File: config.mk
export PLATFORM = sky130hd
export DESIGN_NAME = delivery_game_uc
export DESIGN_NICKNAME = d
export VERILOG_FILES = /design/src/rtl/delivery_game_uc.sv
export SDC_FILE = /design/constraint.sdc
export NUM_CORES = 1
export LEC_CHECK = 0
export BUFFER_PORTS_ARGS = -buffer_cell sky130_fd_sc_hd__buf_2
export CORE_AREA = 2 2 40 42
export CTS_CLUSTER_SIZE = 20
export DETAILED_ROUTE_END_ITERATION = 12
export DIE_AREA = 0 0 42 44
export PLACE_DENSITY = 0.71
export SLEW_MARGIN = 0
export SYNTH_ARGS = -nofsm -noshare
export SYNTH_HDL_FRONTEND = slang
export SYNTH_SLANG_ARGS = --single-unit
export TNS_END_PERCENT = 5
File: constraint.sdc
create_clock -name clock -period 3 [get_ports clock]
set_input_delay 0.6 -clock clock [delete_from_list [all_inputs] [get_ports clock]]
set_output_delay 0.6 -clock clock [all_outputs]
set_load 0.01 [all_outputs]
File: src/rtl/delivery_game_uc.sv
// delivery_game_uc: control unit for the delivery game (measurement loop, pause, game over, sensor fault)
module delivery_game_uc (
   input  logic       clock,
   input  logic       reset,
   input  logic       iniciar,
   input  logic       pausar,
   input  logic       game_over,
   input  logic       velocity_ready,
   input  logic       velocity_timeout,
   input  logic       end_delay,
   output logic       zera_fd,
   output logic       reset_ultrasonico,
   output logic       get_velocity,
   output logic       count_map,
   output logic       reset_delay,
   output logic       conta_delay,
   output logic       reset_timeout,
   output logic       conta_timeout,
   output logic       jogando,
   output logic       fim_jogo,
   output logic       sensor_fault,
   output logic [3:0] db_estado
);
   typedef enum logic [3:0] {
      IDLE    = 4'd0,
      PREPARA = 4'd1,
      MEDIR   = 4'd2,
      ESPERA  = 4'd3,
      TIMEOUT = 4'd4,
      DELAY   = 4'd5,
      PAUSA   = 4'd6,
      FIM     = 4'd7
   } state_t;

   state_t     state, next;
   logic [1:0] faults, faults_next;

   // state register
   always_ff @(posedge clock or posedge reset)
      if (reset) state <= IDLE;
      else       state <= next;

   // next state; a collision while playing overrides every other transition
   always_comb begin
      next = state;
      case (state)
         IDLE:    if (iniciar) next = PREPARA;
         PREPARA: next = MEDIR;
         MEDIR:   next = ESPERA;
         ESPERA:  next = velocity_ready ? DELAY : velocity_timeout ? TIMEOUT : ESPERA;
         TIMEOUT: next = DELAY;
         DELAY:   next = end_delay ? MEDIR : pausar ? PAUSA : DELAY;
         PAUSA:   next = iniciar ? PREPARA : pausar ? DELAY : PAUSA;
         FIM:     if (iniciar) next = PREPARA;
         default: next = IDLE;
      endcase
      if (jogando && game_over) next = FIM;
   end

   // Moore output decode
   always_comb begin
      zera_fd           = state == PREPARA;
      reset_ultrasonico = state == PREPARA || state == TIMEOUT;
      get_velocity      = state == MEDIR;
      reset_timeout     = state == MEDIR;
      reset_delay       = state == MEDIR;
      conta_timeout     = state == ESPERA;
      conta_delay       = state == DELAY;
      jogando           = state == MEDIR || state == ESPERA || state == TIMEOUT || state == DELAY;
      count_map         = jogando;
      fim_jogo          = state == FIM;
      db_estado         = state;
   end

   // consecutive-timeout count: a good measurement or a new game clears it
   always_comb
      faults_next = (state == PREPARA || (state == ESPERA && next == DELAY)) ? 2'd0 :
                    (state == ESPERA && next == TIMEOUT && faults != 2'd3) ? faults + 2'd1 : faults;

   // fault counter and registered fault flag
   always_ff @(posedge clock or posedge reset)
      if (reset) begin
         faults       <= 2'd0;
         sensor_fault <= 1'b0;
      end else begin
         faults       <= faults_next;
         sensor_fault <= faults_next == 2'd3;
      end
endmodule

Word-level counts from Yosys, hierarchy flattened --
Index checks and enable logic that the tools add are counted.
Word-level totals: register bits after elaboration 7, bits of input ports 8, output and inout port bits 15, logic and storage cells 37
Cells by class: add/sub/neg operators 1, eq/ne operators 11, multiplexer cells 11, reduce and logical (&&, ||, !) cells 11
Operator list (number):
- 4-bit one-hot mux with 7 select lines | 1
- 4-bit by 3-bit equality test with 1-bit output, second input constant | 6
- 3-bit 2-to-1 mux | 4
- 4-bit by 2-bit equality test with 1-bit output, second input constant | 2
- 2-bit 2-to-1 mux | 4
- 4-bit 2-to-1 mux | 2
- 1-bit logical OR | 5
- 4-bit by 1-bit equality test with 1-bit output, second input constant | 1
- 1-bit logical AND | 4
- 4-bit zero test | 1
- 2-bit by 1-bit adder with 2-bit output, second input constant | 1
- 2-bit equality test, second input constant | 1
- 2-bit != test, second input constant | 1
- 2-bit OR reduction | 1

Depth between registers and ports, before layout --
depth after elaboration 12, mapped depth 5, gate-level depth less buffers 5

Worst setup path before layout --
No wires, ideal clock.
path kind register to output, from register state[0] (netlist: db_estado[0]), to output port reset_delay, arrival time 1301 ps, data required time 2400 ps, slack 1099 ps, cell stages (with the launch flop) 5, path buffers 2, path through dfrtp_1 -> buf_2 -> nand2b_1 -> nor3_1 -> buf_4
On the way: word-level cells in the longest chain between the ends 1
RTL lines:
- start: declaration | line 35 | state_t state, next;
- start signal: assignment | line 41 | else state <= next;
- 4-bit by 2-bit equality test with 1-bit output
- end: declaration | line 15 | output logic reset_delay,
No other way between the ends.

Worst setup path in the final report --
from register state[1] (netlist: db_estado[1]), to output port zera_fd
On the way: word-level cells in the longest chain between the ends 1
RTL lines:
- 4-bit by 1-bit equality test with 1-bit output | line 62 | zera_fd = state == PREPARA;
- end: declaration | line 11 | output logic zera_fd,
No other way between the ends.

==> out/qor.csv <==
stage,metric,value,unit
status,status,finished clean,
logic_synthesis,Synth top area share,29.3,%
logic_synthesis,Async SR Flop Fraction,100,%
power,Sw Pwr,224,uW
global_route,grt ovf,0,
floorplanning,chip height,44,um
clock_tree,# Post-CTS Setup Buffers,0,
power,VDD IR-drop max,0.397,mV
logic_synthesis,Ys Warns,0,
sta,post-route minimum period,2.11,ns
global_route,first-pass GRT wire length,2130,um
cells_and_area,Area Growth Syn to Fin,17.6,%
logic_synthesis,Compound-Gate Fraction of Synth Area,20.7,%
clock_tree,clock root buffer,clkbuf_4,
logic_synthesis,Synth Register Bits,7,
power,clock share of power,17.3,%
clock_tree,H-tree levels,1,
setup_path,R2R depth,4,
floorplanning,Boundary Pins,23,
min_path,HP Class,input pin to async pin,
logic_synthesis,post-synth net total,78,
logic_synthesis,post-synthesis cell area,598,um^2
clock_tree,Clock Pin Slew Worst Setup and Hold Paths,0.06,ns
floorplanning,initial cell density of the core,42.2,%
global_route,vias in the first global route,493,
logic_synthesis,Synth area leaders,"dfrtp_1 29%, buf_4 5.0%, o2111ai_1 4.4%",
clock_tree,CTS Hold Buffers Added,0,
logic_synthesis,Most used DFF post-synth,dfrtp_1,
power,Seq pwr share,37.0,%
detailed_routing,Vias/cell,5.68,
floorplanning,core area,1420,um^2
logic_synthesis,syn avg cell area,8.67,um^2
setup_path,worst reg2reg setup slack,1.25,ns
sta,final slew viol count,0,
logic_synthesis,cell accounting for the most synthesized area,dfrtp_1,
detailed_routing,via count,591,
logic_synthesis,number of enable flip-flop cells after synthesis,0,
place,post-DP HPWL,967,um
setup_path,Reg2Reg Capture Point,db_estado[0]$_DFF_PP0_,
setup_path,CP Launch Type,flop,
sta,setup violators final,0,
cells_and_area,non-filler instance count after layout,104,
logic_synthesis,main combinational cell family by area after synthesis,simple AND/OR/NAND/NOR gates,
power,switch share,44.6,%
cells_and_area,fillcell total,147,
logic_synthesis,Synth Area in XOR/XNOR,2.93,%
power,Pleak,0.000338,uW
place,Port Buf Inserts,22,
floorplanning,Die ar.,1850,um^2
logic_synthesis,fraction of the mapped netlist area in simple logic gates,33.3,%
setup_path,Crit Path Class,flop to output pin,
sta,final hold violation count,0,
clock_tree,Clock Tree Buf Depth,2,
cells_and_area,nets@finish,98,
detailed_routing,Antenna Nets Post-Route,0,
clock_tree,CTS tree,yes,
logic_synthesis,post-synthesis mux area share,0,%
power,pwr dens,713,nW/um^2
cells_and_area,Antenna Cells,0,
detailed_routing,DR DRC count,0,
place,gpl congestion,0.755,
logic_synthesis,synth cell count leaders,"7 x dfrtp_1, 5 x nor2_1",
run,max-cap viol count,0,
sta,RSZ-0062 raised after global routing,false,
floorplanning,Die W,42,um
setup_path,worst path required time,2.40,ns
detailed_routing,drt initial violations,12,
floorplanning,floorplan row count,14,
place,placed cells,100,
detailed_routing,Wirelength per Cell,12.6,um
global_route,largest net degree at the start of global routing,16,
setup_path,Crit Path Max Fanout,13,
clock_tree,Worst-Skew Late Latency,0.25,ns
logic_synthesis,library cells used by synthesis,32,
clock_tree,CTS buffer count,3,
clock_tree,clk sinks,7,
logic_synthesis,"Seq/Total Area, Yosys",29.3,%
logic_synthesis,Post-Synth Adder-Cell Area,2.09,%
global_route,GRT Total Usage,14.9,%
sta,Worst Skew,0.00425,ns
global_route,initial antenna violation count,0,
power,internal power,278,uW
logic_synthesis,Post-Synthesis Cells,69,
setup_path,FF-to-FF Start,db_estado[2]$_DFF_PP0_,
cells_and_area,layout cells sized above 1,34.1,%
setup_path,Worst setup EP type,output pin,
logic_synthesis,cell with the most instances after synthesis,dfrtp_1,
sta,setup total negative slack,0,ns
sta,Peak Freq,474,MHz
setup_path,CP arrival,1.51,ns
sta,final period utilization,70.4,%
clock_tree,CTS resizes,0,
detailed_routing,1st-pass router iterations,4,
power,logic gate share of total power,45.7,%
detailed_routing,Final Routed Wirelength,1310,um
==> critical path, cell delays in order, from the launching register on <==
cell,delay [ns]
dfrtp_1,0.51
nor4b_2,0.52
buf_2,0.22
==> area by class of cell <==
type | instances | area [um^2] | area share [%]
Inverter | 4 | 15.0 | 2.14
Tap cell | 16 | 20.0 | 2.85
Multi-Input combinational cell | 51 | 357 | 50.7
Clock buffer | 4 | 26.3 | 3.74
Sequential cell | 7 | 175 | 24.9
Timing Repair Buffer | 22 | 110 | 15.7
==> power groups by stage <==
stage,combinational [uW],sequential [uW],clock [uW]
after floorplan,213,148,0
after global placement,227,182,0
after detailed placement,229,186,0
after CTS,230,184,88.0
after global routing,254,193,93.7
final,229,185,86.6
==> how the worst max path moves through the flow <==
stage	slack, ns	from	cells past startpoint	to
after CTS	0.90	db_estado[1]$_DFF_PP0_	2	zera_fd
after global routing	0.78	db_estado[1]$_DFF_PP0_	2	zera_fd
after detailed placement	1.17	iniciar	5	db_estado[0]$_DFF_PP0_
after global placement	1.18	db_estado[1]$_DFF_PP0_	2	zera_fd
after floorplan	1.10	db_estado[0]$_DFF_PP0_	4	reset_delay
final	0.89	db_estado[1]$_DFF_PP0_	2	zera_fd
==> cell families after synthesis <==
kind of cell | count (synthesis)
buffers and inverters | 11
adder cells (fa/ha/maj) | 1
AO/OA/AOI/OAI | 19
other | 1
XOR/XNOR | 2
flip-flops | 7
AND/OR/NAND/NOR | 28
==> stage by stage <==
step | utilization, % | instance area (um^2) | worst slack (ns) | power, uW | hold WS (ns)
5_1_grt | 49.6 | 703 | 0.779 | 540 | 0.281
2_1_floorplan | - | 598 | 1.10 | 361 | 0.403
6_report | 49.6 | 703 | 0.889 | 501 | 0.256
3_5_place_dp | 47.7 | 677 | 1.17 | 415 | 0.531
4_1_cts | 49.6 | 703 | 0.904 | 502 | 0.262
3_3_place_gp | 47.7 | 677 | 1.18 | 409 | 0.531
==> state kept, by name, summed over array words and instances (netlist names) <==
register and flops:
sensor_fault 1, faults 2, db_estado 4
==> routing by layer <==
metal	up-vias	share of wire (%)	global-route usage [%]
li1	288	-	-
met1	284	49	19.7
met2	17	45	24.4
met3	2	4.8	2.50
met4	0	0.61	5.81
met5	-	0	0
==> cells in the final DEF (no fill, tap or decap) <==
| cell type | instances |
|---|---|
| ha_1 | 1 |
| nand2_1 | 3 |
| buf_2 | 22 |
| or2_2 | 1 |
| o21ai_0 | 4 |
| or4b_1 | 1 |
| nor3_1 | 2 |
| xnor2_1 | 2 |
| a22oi_1 | 2 |
| clkbuf_4 | 3 |
| nor4b_2 | 1 |
| nand2b_1 | 4 |
| dfrtp_1 | 7 |
| conb_1 | 1 |
| a31oi_1 | 2 |
| o22ai_1 | 1 |
| nand3b_1 | 1 |
| nor2b_1 | 1 |
| and4_1 | 1 |
| nor2_1 | 5 |
| a21oi_1 | 4 |
| inv_1 | 4 |
| or3b_1 | 1 |
| clkbuf_1 | 1 |
| o2111ai_1 | 3 |
| nor3b_4 | 1 |
| o221ai_1 | 1 |
| and3b_1 | 1 |
| and4bb_4 | 1 |
| o211ai_1 | 2 |
| nand3_1 | 3 |
| and4bb_2 | 1 |
(Power assumes the default switching activity.)
